## src/rtl/mem_access_ctrl_pkg.sv

```systemverilog
// Shared widths, FSM encodings and address helper for the MEM-stage SRAM sequencer.
// Optional build macro MEM_TIMEOUT_EN enables the ACCESS timeout in mem_access_ctrl.
package mem_access_ctrl_pkg;

    localparam int unsigned WORD_WIDTH = 32;
    localparam int unsigned CNT_W      = 8;

    localparam logic [1:0] MEM_ST_IDLE    = 2'd0;
    localparam logic [1:0] MEM_ST_ACCESS  = 2'd1;
    localparam logic [1:0] MEM_ST_RECOVER = 2'd2;
    localparam logic [1:0] MEM_ST_DONE    = 2'd3;

    // Byte address to SRAM word index; addresses below base wrap naturally.
    function automatic logic [WORD_WIDTH-1:0] word_offset(
        input logic [WORD_WIDTH-1:0] byte_addr,
        input logic [WORD_WIDTH-1:0] base
    );
        return (byte_addr - base) >> 2;
    endfunction

endpackage

```

## src/rtl/mem_access_ctrl_wait_counter.sv

```systemverilog
// Loadable down-counter with zero flag; shared by the RECOVER turnaround and the ACCESS timeout.
module mem_wait_counter #(
    parameter int unsigned W = 8
) (
    input  logic         clk,
    input  logic         rst,
    input  logic         load,
    input  logic [W-1:0] load_val,
    input  logic         dec,
    output logic         zero
);

    logic [W-1:0] count;

    always_ff @(posedge clk or posedge rst) begin
        if (rst)
            count <= '0;
        else if (load)
            count <= load_val;
        else if (dec && (count != '0))
            count <= count - W'(1);
    end

    assign zero = (count == '0);

endmodule

```

## src/rtl/mem_access_ctrl.sv

```systemverilog
// MEM-stage sequencer: stretches single-cycle loads/stores into an SRAM req/ack handshake and freezes the pipeline.
// Define MEM_TIMEOUT_EN to abort ACCESS after TIMEOUT_CYC cycles without ack and raise sticky mem_err.
module mem_access_ctrl
    import mem_access_ctrl_pkg::*;
#(
    parameter int unsigned BASE_ADDR   = 1024,
    parameter int unsigned SRAM_AW     = 16,
    parameter int unsigned TURN_CYCLES = 1,
    parameter int unsigned TIMEOUT_CYC = 64
) (
    input  logic                  clk,
    input  logic                  rst,
    input  logic                  mem_read,
    input  logic                  mem_write,
    input  logic [WORD_WIDTH-1:0] addr,
    input  logic [WORD_WIDTH-1:0] wdata,
    output logic [WORD_WIDTH-1:0] rdata,
    output logic                  freeze,
    output logic                  mem_err,
    output logic                  sram_req,
    output logic                  sram_we,
    output logic [SRAM_AW-1:0]    sram_addr,
    output logic [WORD_WIDTH-1:0] sram_wdata,
    input  logic [WORD_WIDTH-1:0] sram_rdata,
    input  logic                  sram_ack
);

    // Counter holds "remaining cycles minus one" so zero marks the final cycle of a phase.
    localparam logic [CNT_W-1:0] TURN_LOAD    = (TURN_CYCLES == 0) ? '0 : CNT_W'(TURN_CYCLES - 1);
    localparam logic [CNT_W-1:0] TIMEOUT_LOAD = CNT_W'(TIMEOUT_CYC - 1);

    logic [1:0]       state;
    logic             req;
    logic             abort;
    logic             cnt_load;
    logic             cnt_dec;
    logic             cnt_zero;
    logic [CNT_W-1:0] cnt_val;

    assign req = mem_read | mem_write;

    assign freeze = !rst && (((state == MEM_ST_IDLE) && req) ||
                             (state == MEM_ST_ACCESS) ||
                             (state == MEM_ST_RECOVER));

`ifdef MEM_TIMEOUT_EN
    assign abort = (state == MEM_ST_ACCESS) && !sram_ack && cnt_zero;

    always_ff @(posedge clk or posedge rst) begin
        if (rst)
            mem_err <= 1'b0;
        else if (abort)
            mem_err <= 1'b1;
    end
`else
    assign abort   = 1'b0;
    assign mem_err = 1'b0;
`endif

    always_comb begin
        cnt_load = 1'b0;
        cnt_dec  = 1'b0;
        cnt_val  = TIMEOUT_LOAD;
        case (state)
            MEM_ST_IDLE:    cnt_load = req;
            MEM_ST_ACCESS: begin
                if (sram_ack || abort) begin
                    cnt_load = 1'b1;
                    cnt_val  = TURN_LOAD;
                end else begin
                    cnt_dec = 1'b1;
                end
            end
            MEM_ST_RECOVER: cnt_dec = 1'b1;
            default: ;
        endcase
    end

    mem_wait_counter #(
        .W (CNT_W)
    ) u_wait (
        .clk      (clk),
        .rst      (rst),
        .load     (cnt_load),
        .load_val (cnt_val),
        .dec      (cnt_dec),
        .zero     (cnt_zero)
    );

    always_ff @(posedge clk or posedge rst) begin
        if (rst) begin
            state      <= MEM_ST_IDLE;
            rdata      <= '0;
            sram_req   <= 1'b0;
            sram_we    <= 1'b0;
            sram_addr  <= '0;
            sram_wdata <= '0;
        end else begin
            case (state)
                MEM_ST_IDLE: begin
                    if (req) begin
                        state      <= MEM_ST_ACCESS;
                        sram_req   <= 1'b1;
                        sram_we    <= mem_write;
                        sram_addr  <= SRAM_AW'(word_offset(addr, WORD_WIDTH'(BASE_ADDR)));
                        sram_wdata <= wdata;
                    end
                end
                MEM_ST_ACCESS: begin
                    if (sram_ack) begin
                        sram_req <= 1'b0;
                        if (!sram_we)
                            rdata <= sram_rdata;
                        state <= (TURN_CYCLES > 0) ? MEM_ST_RECOVER : MEM_ST_DONE;
                    end else if (abort) begin
                        sram_req <= 1'b0;
                        if (!sram_we)
                            rdata <= '0;
                        state <= MEM_ST_RECOVER;
                    end
                end
                MEM_ST_RECOVER: begin
                    if (cnt_zero)
                        state <= MEM_ST_DONE;
                end
                default: state <= MEM_ST_IDLE;
            endcase
        end
    end

endmodule

```

## config.mk

```make
export PLATFORM = sky130hd
export DESIGN_NAME = mem_access_ctrl
export DESIGN_NICKNAME = d
export VERILOG_FILES = /design/src/rtl/mem_access_ctrl_pkg.sv /design/src/rtl/mem_access_ctrl_wait_counter.sv /design/src/rtl/mem_access_ctrl.sv
export SDC_FILE = /design/constraint.sdc
export NUM_CORES = 1
export LEC_CHECK = 0
export CORE_MARGIN = 3
export CORE_UTILIZATION = 41
export DETAILED_ROUTE_END_ITERATION = 12
export PLACE_DENSITY = 0.81
export SYNTH_ARGS = -nofsm -noshare
export SYNTH_HDL_FRONTEND = slang
export SYNTH_SLANG_ARGS = --single-unit
```

## constraint.sdc

```tcl
create_clock -name clk -period 3.95 [get_ports clk]
set_input_delay 0.79 -clock clk [delete_from_list [all_inputs] [get_ports clk]]
set_output_delay 0.79 -clock clk [all_outputs]
set_load 0.03 [all_outputs]
```

; After elaboration in Yosys (flattened, before gate mapping)
; Cells that the tools add are included.
[totals]
output_inout_bits = 84
inputBits = 101
regBits = 92
elab_cells = 46
[op_classes]
n_bitwise = 2
n_reduce_logical = 15
add_sub_neg = 2
n_eq_ne = 5
mux = 15
[ops]
columns = op, count
row1 = 8-bit two-way mux, 3
row2 = 18-bit by 11-bit subtractor with 18-bit output (second input constant), 1
row3 = 3-bit AND reduction, 3
row4 = 8-bit logical NOT, 1
row5 = 8-bit nonzero test, 1
row6 = 8-bit by 1-bit subtractor with 8-bit output (second input constant), 1
row7 = 2-bit two-way mux, 3
row8 = 6-bit two-way mux, 1
row9 = 2-bit inequality test (second input constant), 3
row10 = 1-bit case mux with 2 select lines, 3
row11 = 2-bit case mux with 3 select lines, 1
row12 = 1-bit two-way mux, 4
row13 = 2-bit nonzero test, 2
row14 = 1-bit logical AND, 3
row15 = 2-bit by 1-bit equality test with 1-bit output (second input constant), 1
row16 = 2-bit equality test (second input constant), 1
row17 = 2-bit logical NOT, 1
row18 = 1-bit logical OR, 2
row19 = 2-bit AND reduction, 1
row20 = 1-bit logical NOT, 1
row21 = 1-bit inverter, 1
row22 = 1-bit bitwise OR, 1

; Longest topological paths before layout
; Gate-level depths: netlist of the first run.
[depth]
ltp_word = 5
depth_mapped = 7
ltp_nobuf = 6

; By module
; A second synthesis of the first run with hierarchy kept.
[hier_totals]
cells_unflattened = 365
hier_area_um2 = 3831.2
[modules_own_cells]
columns = mod, n_inst, seq_area_each_um2, cells_per_inst, area_per_inst_um2
row1 = mem_access_ctrl, 1, 2102.0, 312, 3335.7
row2 = mem_wait_counter, 1, 200.2, 53, 495.5

; Least setup slack after synthesis of the first run
; OpenSTA, ideal clock, no wires.
[synth_path]
path_kind = in2out
start = input mem_write
end = output freeze
path_stages = 4
arrival_ps = 1800
path_slack_ps = 1360
path_buffers = 2
required_ps = 3160
cell_sequence = o21ai_0 > clkbuf_1 > clkbuf_1 > a21oi_1
[synth_via]
elab_chain_cells = 5
[synth_rtl]
columns = element, line_no
row1 = from (decl), mem_access_ctrl.sv:14  ; input logic mem_write,
row2 = 1-bit bitwise OR, mem_access_ctrl.sv:40  ; assign req = mem_read | mem_write;
row3 = 1-bit logical AND, mem_access_ctrl.sv:42  ; assign freeze = !rst && (((state == MEM_ST_IDLE) && req) ||
row4 = 1-bit logical OR, mem_access_ctrl.sv:42
row5 = 1-bit logical OR, mem_access_ctrl.sv:43  ; (state == MEM_ST_ACCESS) ||
row6 = 1-bit logical AND, mem_access_ctrl.sv:42
row7 = to (decl), mem_access_ctrl.sv:18  ; output logic freeze,
; No other way between the ends.

; Worst setup path after layout of the first run
; Same ends and word-level chain as after synthesis.

==> results of run 1 <==
==> power by group <==
| part | switching [W] | internal (W) | total, W | leakage (nW) |
|---|---|---|---|---|
| clock | 0.000324 | 0.000248 | 0.000572 | 0.0820 |
| combinational | 0.00161 | 0.00118 | 0.00279 | 1.40 |
| sequential | 0.000248 | 0.00140 | 0.00165 | 1.12 |
==> layer usage <==
layer  share of wire [%]  track usage (%)  up-vias
met3                 8.5             6.50       11
met4                 1.1             5.55        0
met2                  52             31.4      111
li1                    -                -     1510
met1                  38             21.9     1436
met5                   0                0        -
==> flip-flops by register name, indices dropped and copies added, names as in the netlist <==
| signal | cells |
|---|---|
| rdata | 32 |
| sram_addr | 16 |
| u_wait.count | 8 |
| state | 2 |
| sram_we | 1 |
| sram_req | 1 |
| sram_wdata | 32 |
==> logic make-up after synthesis <==
| kind of cell | count (synthesis) |
|---|---|
| simple gates | 161 |
| flops | 92 |
| mux | 33 |
| compound gates | 31 |
| buf+inv | 29 |
| xor+xnor | 7 |
| fa+ha+maj | 6 |
| other cells | 1 |
==> final cells by class <==
| cell class | count | share of cell area (%) |
|---|---|---|
| clock inverter | 5 | 0.627 |
| multi-input combinational | 239 | 24.5 |
| sequential | 92 | 39.8 |
| tap | 108 | 2.34 |
| timing repair buffer | 171 | 29.6 |
| clock buffer | 11 | 2.44 |
| inverter | 11 | 0.735 |
==> through the flow <==
| step | hold slack [ps] | util (%) | std cells | power [W] |
|---|---|---|---|---|
| final | 475 | 65.1 | 637 | 0.00502 |
| after global routing | 502 | 65.1 | 637 | 0.00537 |
| after CTS | 482 | 65.1 | 637 | 0.00508 |
| after detailed placement | 462 | 63.1 | 621 | 0.00450 |
| after global placement | 457 | 63.1 | 621 | 0.00441 |
| after floorplan | 500 | - | 360 | 0.00332 |
==> layout by cell type (no fill, tap or decap), types with 2 or more instances in the layout <==
master                              n
sky130_fd_sc_hd__ha_1               6
sky130_fd_sc_hd__or3_2              3
sky130_fd_sc_hd__o31ai_1            2
sky130_fd_sc_hd__a21oi_1            3
sky130_fd_sc_hd__buf_4              3
sky130_fd_sc_hd__a31o_2             2
sky130_fd_sc_hd__nor4_1             2
sky130_fd_sc_hd__nor3_1             3
sky130_fd_sc_hd__clkbuf_8          10
sky130_fd_sc_hd__xor2_1             2
sky130_fd_sc_hd__clkinv_2           2
sky130_fd_sc_hd__mux2_2            32
sky130_fd_sc_hd__a2111oi_0          2
sky130_fd_sc_hd__clkdlybuf4s50_1  167
sky130_fd_sc_hd__nand2_1          135
sky130_fd_sc_hd__inv_1             10
sky130_fd_sc_hd__o21ai_0           11
sky130_fd_sc_hd__a31oi_1            4
sky130_fd_sc_hd__dfrtp_1           92
sky130_fd_sc_hd__or4_1              2
sky130_fd_sc_hd__nor2_1             6
sky130_fd_sc_hd__xnor2_1            5
sky130_fd_sc_hd__clkinvlp_4         3
==> path summary, 6_finish.rpt <==
check	endpoint	cells after the start
hold reg to reg	sram_wdata[11]$_DFFE_PP0P_	2
min in group asynchronous	sram_req$_DFFE_PP0P_	2
max in group asynchronous	sram_addr[14]$_DFFE_PP0P_	3
hold / removal	sram_wdata[11]$_DFFE_PP0P_	2
setup reg to reg	sram_req$_DFFE_PP0P_	7
setup / recovery	freeze	4
==> worst max-delay path: cells and delay by family <==
family	cells	cell delay, ps
compound gates	2	210
buf+inv	2	1220
==> summary.txt, run 1 <==
Synth
  – Cell with the most instances after synthesis: sky130_fd_sc_hd__nand2_1
  – Dominant combinational cell family by area after synthesis: simple AND/OR/NAND/NOR gates
  – Post-synth EDFFs: 0
  – Dominant synthesized flop cell: sky130_fd_sc_hd__dfrtp_1
  – Synthesized net count: between 400 and 500
  – Post-synthesis area per instance: 10.6 µm²
  – Ranking of synthesized cells by area: sky130_fd_sc_hd__dfrtp_1 60%, sky130_fd_sc_hd__nand2_1 13%, sky130_fd_sc_hd__mux2_2 9.4%, sky130_fd_sc_hd__ha_1 2.0%, sky130_fd_sc_hd__o21ai_0 1.6%
  – Async set or reset register ratio after synthesis: 100%
  – Number of warnings reported in the yosys synthesis log: 0
  – Multiplexer share of the synthesized area: 9.72%
  – Fraction of the yosys area taken by sequential cells: between 60% and 70%
  – Synthesized instance count: between 300 and 400
  – Synth top cells by count: 135 x sky130_fd_sc_hd__nand2_1, 92 x sky130_fd_sc_hd__dfrtp_1, 32 x sky130_fd_sc_hd__mux2_2, 13 x sky130_fd_sc_hd__clkbuf_1, 12 x sky130_fd_sc_hd__o21ai_0
  – Cell type contributing the most total cell area after synthesis: sky130_fd_sc_hd__dfrtp_1
  – Synth Cell Area: roughly 0.0038 mm²
  – Post-synthesis simple-gate area fraction: 17.5%
  – Distinct cell type count of the synthesized netlist: 39
  – Yosys top cell area share: 60.2%
  – Compound-gate portion of the synthesized area: 5.66%
  – Xor/xnor share of the synthesized area: approximately 1.6%
  – Register bit count reported by yosys: 92
  – Synthesized-area fraction occupied by adder cells: 1.96%

Worst setup path
  – Reg-to-reg slack, setup: approximately 1900 ps
  – Worst-path maximum fanout: 3
  – Crit path max-delay cell type: sky130_fd_sc_hd__clkdlybuf4s50_1
  – Worst reg2reg path startpoint: state[0]$_DFFE_PP0P_
  – Kind of start point of the critical path: input port
  – Kind of critical path: input port to output pin
  – Data arrival at the endpoint of the critical path: roughly 2200 ps
  – CP most frequent cell: sky130_fd_sc_hd__clkdlybuf4s50_1
  – Kind of end point of the critical path: output pin
  – Delay of the slowest critical-path stage: about 680 ps
  – Critical path cell sequence: clkdlybuf4s50_1 > o21ai_4 > a21oi_1 > clkdlybuf4s50_1
  – Critical Path Start: mem_write
  – Required time at the endpoint of the critical path: between 3000 and 4000 ps

STA
  – Final Hold Violating Endpoints: 0
  – Fin Setup TNS: 0 ps
  – Unrepaired setup endpoints after global routing: false
  – Worst-case setup margin in the final layout: between 900 and 1000 ps
  – Period utilisation layout: ~76%
  – Worst-case clock skew: roughly 13 ps
  – Timing-limited maximum frequency: 331 MHz
  – Worst-margin pin slew: 1040 ps
  – Total setup violations reported at the end of the flow: 0
  – Time the worst path needs with I/O delays and setup: 3020 ps
  – Number of pins exceeding their max-slew limit in the final report: 0
  – Relative slew slack: 31.0%

Clock tree
  – Insertion delay to the later sink of the worst-skew pair: between 300 and 400 ps
  – Gates resized, CTS repair: 0
  – Count of hold buffers inserted by post-cts repair: 0
  – Clock buffers created by TritonCTS: 9
  – Clock Tree Root: sky130_fd_sc_hd__clkbuf_8
  – Total number of clock tree sinks: 92
  – TritonCTS clock tree: yes
  – Htree depth: 3
  – Buffers inserted during post-CTS setup optimization: 0
  – Worst-path clk slew: approximately 80 ps
  – Longest Clk Path Bufs: 2

Layout
  – Number of nets in the layout: approximately 630
  – # fillers: between 700 and 800
  – Area delta synth->final: 51.4%
  – Share of layout cells above drive strength 1: between 10% and 20%
  – Multi-input gate area in the final layout: ~0.0014 mm²
  – Antenna cell count: 0
  – FF+latch area: 0.00230 mm²
  – Total non-filler cell area in the finished layout: roughly 0.0058 mm²

Placement
  – GPL Wtd Cong: 0.827
  – Worst setup slack after placement: between 900 and 1000 ps
  – Detailed Place HPWL: approximately 7 mm
  – Area post-placement: 0.00561 mm²
  – Buffers on Ports: around 170

Route
  – Number of vias per cell: around 4.8
  – Per-cell routed wire length: approximately 15 µm
  – Number of DRC markers in iteration 0: 64
  – Count of nets left with antenna violations after detail routing: 0
  – Final Routed Wirelength: about 9.4 mm
  – First-pass iteration count of the detailed router: 4
  – DRC violation count after routing: 0
  – Number of vias in the routed layout: 3,068

Die
  – Top-level port count: between 150 and 200
  – Area of the core region: between 0.008 and 0.009 mm²
  – Number of placement rows: 34
  – DIE AREA: around 0.011 mm²
  – Initial cell density of the core: a little over two fifths
  – Die Span X: about 100 µm
  – Vertical die dimension: 103 µm

Run status
  – Status: completed

Run
  – Max-cap violation count: 0

GRT
  – Global-route usage over all layers: a little under a fifth
  – Sum of overflow across all layers after global routing: 0
  – Wire length of the first global-routing pass: roughly 15 mm
  – Via count of the first global-routing pass: between 3,000 and 4,000
  – Maximum number of pins on one net before global-route repair: 65
  – Antenna violations before repair: 0

Power
  – Worst vdd rail ir drop: roughly 440 µV
  – Power per standard cell area: 867 mW/mm²
  – Cell leakage power: roughly 2.6 nW

Min path
  – Class of the tightest hold or removal check: flop to flop
  – Worst Min Path Start: sram_wdata[11]$_DFFE_PP0P_
No activity file was read; power rests on OpenSTA's default activity.
==> run 2: changes to the inputs <==
==> constraint.sdc (replaced) <==
create_clock -name clk -period 3 [get_ports clk]
set_input_delay 0.6 -clock clk [delete_from_list [all_inputs] [get_ports clk]]
set_output_delay 0.6 -clock clk [all_outputs]
set_load 0.03 [all_outputs]
==> run 2 against run 1 <==
Worst setup slack got worse by 590 ps. Die area unchanged. Via count increased by 0.42%. Hold slack improved by 1.1 ps. First-iteration DRC count decreased by 3.1%.
==> summary.txt, run 2 (same netlist as run 1, synthesis figures left out) <==
STA
  – Worst-margin pin slew: 636 ps (-400 ps)
  – Relative slew slack: 57.6% (+27 points)
  – Worst-case clock skew: 7.95 ps (-4.86 ps)
  – Time the worst path needs with I/O delays and setup: ~2700 ps
  – Unrepaired setup endpoints after global routing: false
  – Final Hold Violating Endpoints: 0 (unchanged)
  – Timing-limited maximum frequency: ~380 MHz
  – Period utilisation layout: roughly nine tenths
  – Fin Setup TNS: 0 ps (unchanged)
  – Worst-case setup margin in the final layout: 340 ps (-592 ps)
  – Hold WS: 476 ps (+1.09 ps)
  – Total setup violations reported at the end of the flow: 0 (unchanged)
  – Number of pins exceeding their max-slew limit in the final report: 0 (unchanged)

Layout
  – Antenna cell count: 0 (unchanged)
  – Total non-filler cell area in the finished layout: 0.00582 mm² (+0.50%)
  – Share of layout cells above drive strength 1: 12.1% (+0.17 points)
  – Most frequent cells in the layout: 167 x sky130_fd_sc_hd__clkdlybuf4s50_1, 135 x sky130_fd_sc_hd__nand2_1, 92 x sky130_fd_sc_hd__dfrtp_1
  – Most frequent standard cell in the layout excluding fill and tap cells: sky130_fd_sc_hd__clkdlybuf4s50_1
  – Largest registers ranked by flip-flop count: rdata x32, sram_wdata x32, sram_addr x16
  – Number of nets in the layout: 632 (+0.16%)
  – Area delta synth->final: 52.1%

GRT
  – Antenna violations before repair: 0 (unchanged)
  – Wire length of the first global-routing pass: 14.9 mm (-1.8%)
  – Maximum number of pins on one net before global-route repair: 65 (unchanged)
  – Global-route usage over all layers: 18.1% (-0.28 points)
  – Via count of the first global-routing pass: 3,191 (+1.5%)
  – Sum of overflow across all layers after global routing: 0 (unchanged)

Route
  – Per-cell routed wire length: 14.7 µm (-1.0%)
  – DRC violation count after routing: 0 (unchanged)
  – Final Routed Wirelength: 9.36 mm (-0.85%)
  – Number of vias in the routed layout: 3,081 (+0.42%)
  – Count of nets left with antenna violations after detail routing: 0 (unchanged)
  – Number of vias per cell: 4.83 (+0.27%)
  – First-pass iteration count of the detailed router: 4 (unchanged)
  – Number of DRC markers in iteration 0: 62 (-3.1%)

Placement
  – Worst setup slack after placement: 358 ps (-575 ps)
  – GPL Wtd Cong: 0.829 (+0.24%)
  – Detailed Place HPWL: 6.96 mm (-1.3%)
  – Area post-placement: 0.00562 mm² (+0.13%)
  – Buffers on Ports: 167 (unchanged)

Clock tree
  – Gates resized, CTS repair: 0 (unchanged)
  – Total number of clock tree sinks: 92 (unchanged)
  – Longest Clk Path Bufs: 2 (unchanged)
  – Count of hold buffers inserted by post-cts repair: 0 (unchanged)
  – Insertion delay to the later sink of the worst-skew pair: 360 ps (about the same)
  – Clock Tree Root: sky130_fd_sc_hd__clkbuf_8
  – Htree depth: 3 (unchanged)
  – TritonCTS clock tree: yes
  – Buffers inserted during post-CTS setup optimization: 0 (unchanged)
  – Clock buffers created by TritonCTS: 9 (unchanged)
  – Worst-path clk slew: 90 ps (about the same)

Worst setup path
  – Kind of critical path: flop to output pin
  – Crit path max-delay cell type: sky130_fd_sc_hd__clkdlybuf4s50_1
  – Delay of the slowest critical-path stage: 680 ps (about the same)
  – Critical path cell sequence: inv_1 > ha_1 > o21ai_4 > a21oi_1 > clkdlybuf4s50_1
  – Worst-path maximum fanout: 5 (+2)
  – Kind of start point of the critical path: flop
  – Kind of end point of the critical path: output pin
  – Data arrival at the endpoint of the critical path: 2060 ps (-170 ps)
  – Required time at the endpoint of the critical path: 2400 ps (-760 ps)

Die
  – Top-level port count: 185 (unchanged)
  – DIE AREA: 0.0105 mm² (unchanged)
  – Initial cell density of the core: 43.0% (unchanged)
  – Die Span X: 103 µm (unchanged)
  – Number of placement rows: 34 (unchanged)
  – Vertical die dimension: 103 µm (unchanged)
  – Area of the core region: 0.00889 mm² (unchanged)

Min path
  – Class of the tightest hold or removal check: flop to flop

Power
  – Clock power share: 12.6% (+1.2 points)
  – Switching Share: 43.3% (-0.25 points)
  – Part of the power in registers: 32.5% (-0.4 points)
  – Cell leakage power: 2.62 nW (+0.63%)
  – Comb power frac: 54.9% (-0.8 points)
  – Net switching power: 0.00290 W (+33%)
  – Worst vdd rail ir drop: 564 µV (+30%)
  – Power per standard cell area: 1150 mW/mm² (+33%)
  – Internal power of the cells: 0.00380 W (+34%)

Run status
  – Status: completed

Run
  – Max-cap violation count: 0 (unchanged)
run 2: changes by cell type in the layout (fill, tap and decap cells not counted):
cell and delta:
sky130_fd_sc_hd__clkinv_2 -1, sky130_fd_sc_hd__inv_6 +1, sky130_fd_sc_hd__clkinv_4 +1, sky130_fd_sc_hd__clkinvlp_4 -1, sky130_fd_sc_hd__buf_4 +1, sky130_fd_sc_hd__bufinv_16 +1, sky130_fd_sc_hd__clkbuf_8 -1
run 2: path summary, 6_finish.rpt:
check / from / endpoint / slack, ps / depth (start not counted)
worst max-delay path: state[1]$_DFFE_PP0P_ / freeze / 340 / 5
worst min-delay path: sram_addr[6]$_DFFE_PP0P_ / sram_addr[6]$_DFFE_PP0P_ / 480 / 2
worst max register to register: state[1]$_DFFE_PP0P_ / rdata[31]$_DFFE_PP0P_ / 970 / 6
worst min register to register: sram_addr[6]$_DFFE_PP0P_ / sram_addr[6]$_DFFE_PP0P_ / 480 / 2
max in group asynchronous: rst / rdata[29]$_DFFE_PP0P_ / 1710 / 3
min in group asynchronous: rst / state[0]$_DFFE_PP0P_ / 610 / 2
run 2: power groups by stage:
stage	clock network, W	logic (W)	registers (W)
finish	0.000842	0.00368	0.00218
global route	0.000912	0.00396	0.00226
CTS	0.000866	0.00372	0.00219
detailed placement	0	0.00371	0.00221
global placement	0	0.00363	0.00217
floorplan	0	0.00111	0.00326
run 2: through the flow:
step	utilization (%)	instances	power (W)
6_report	65.4	638	0.00670
5_1_grt	65.4	638	0.00714
4_1_cts	65.4	638	0.00677
3_5_place_dp	63.2	622	0.00592
3_3_place_gp	63.2	622	0.00579
2_1_floorplan	-	360	0.00437
run 2: metal layers:
metal,up-vias,global-route usage (%),wire [µm]
li1,1503,-,-
met3,19,6.56,812
met5,-,0,0
met1,1447,20.8,3710
met2,112,30.4,4610
met4,0,7.87,227
run 2: layout make-up:
cell class,count,area (µm²)
clock buffers,10,128
clock inverters,6,71.3
fillers,706,3080
inverters,11,42.5
multi-input cells,239,1420
flip-flops and latches,92,2300
well taps,108,135
repair buffers,172,1720
run 2: worst max-delay path: cells and delay by family (launching register included):
family	cells	cell delay, ps
DFF	1	420
AOI/OAI and AO/OA	2	220
buffers and inverters	2	770
adders and majority gates	1	300
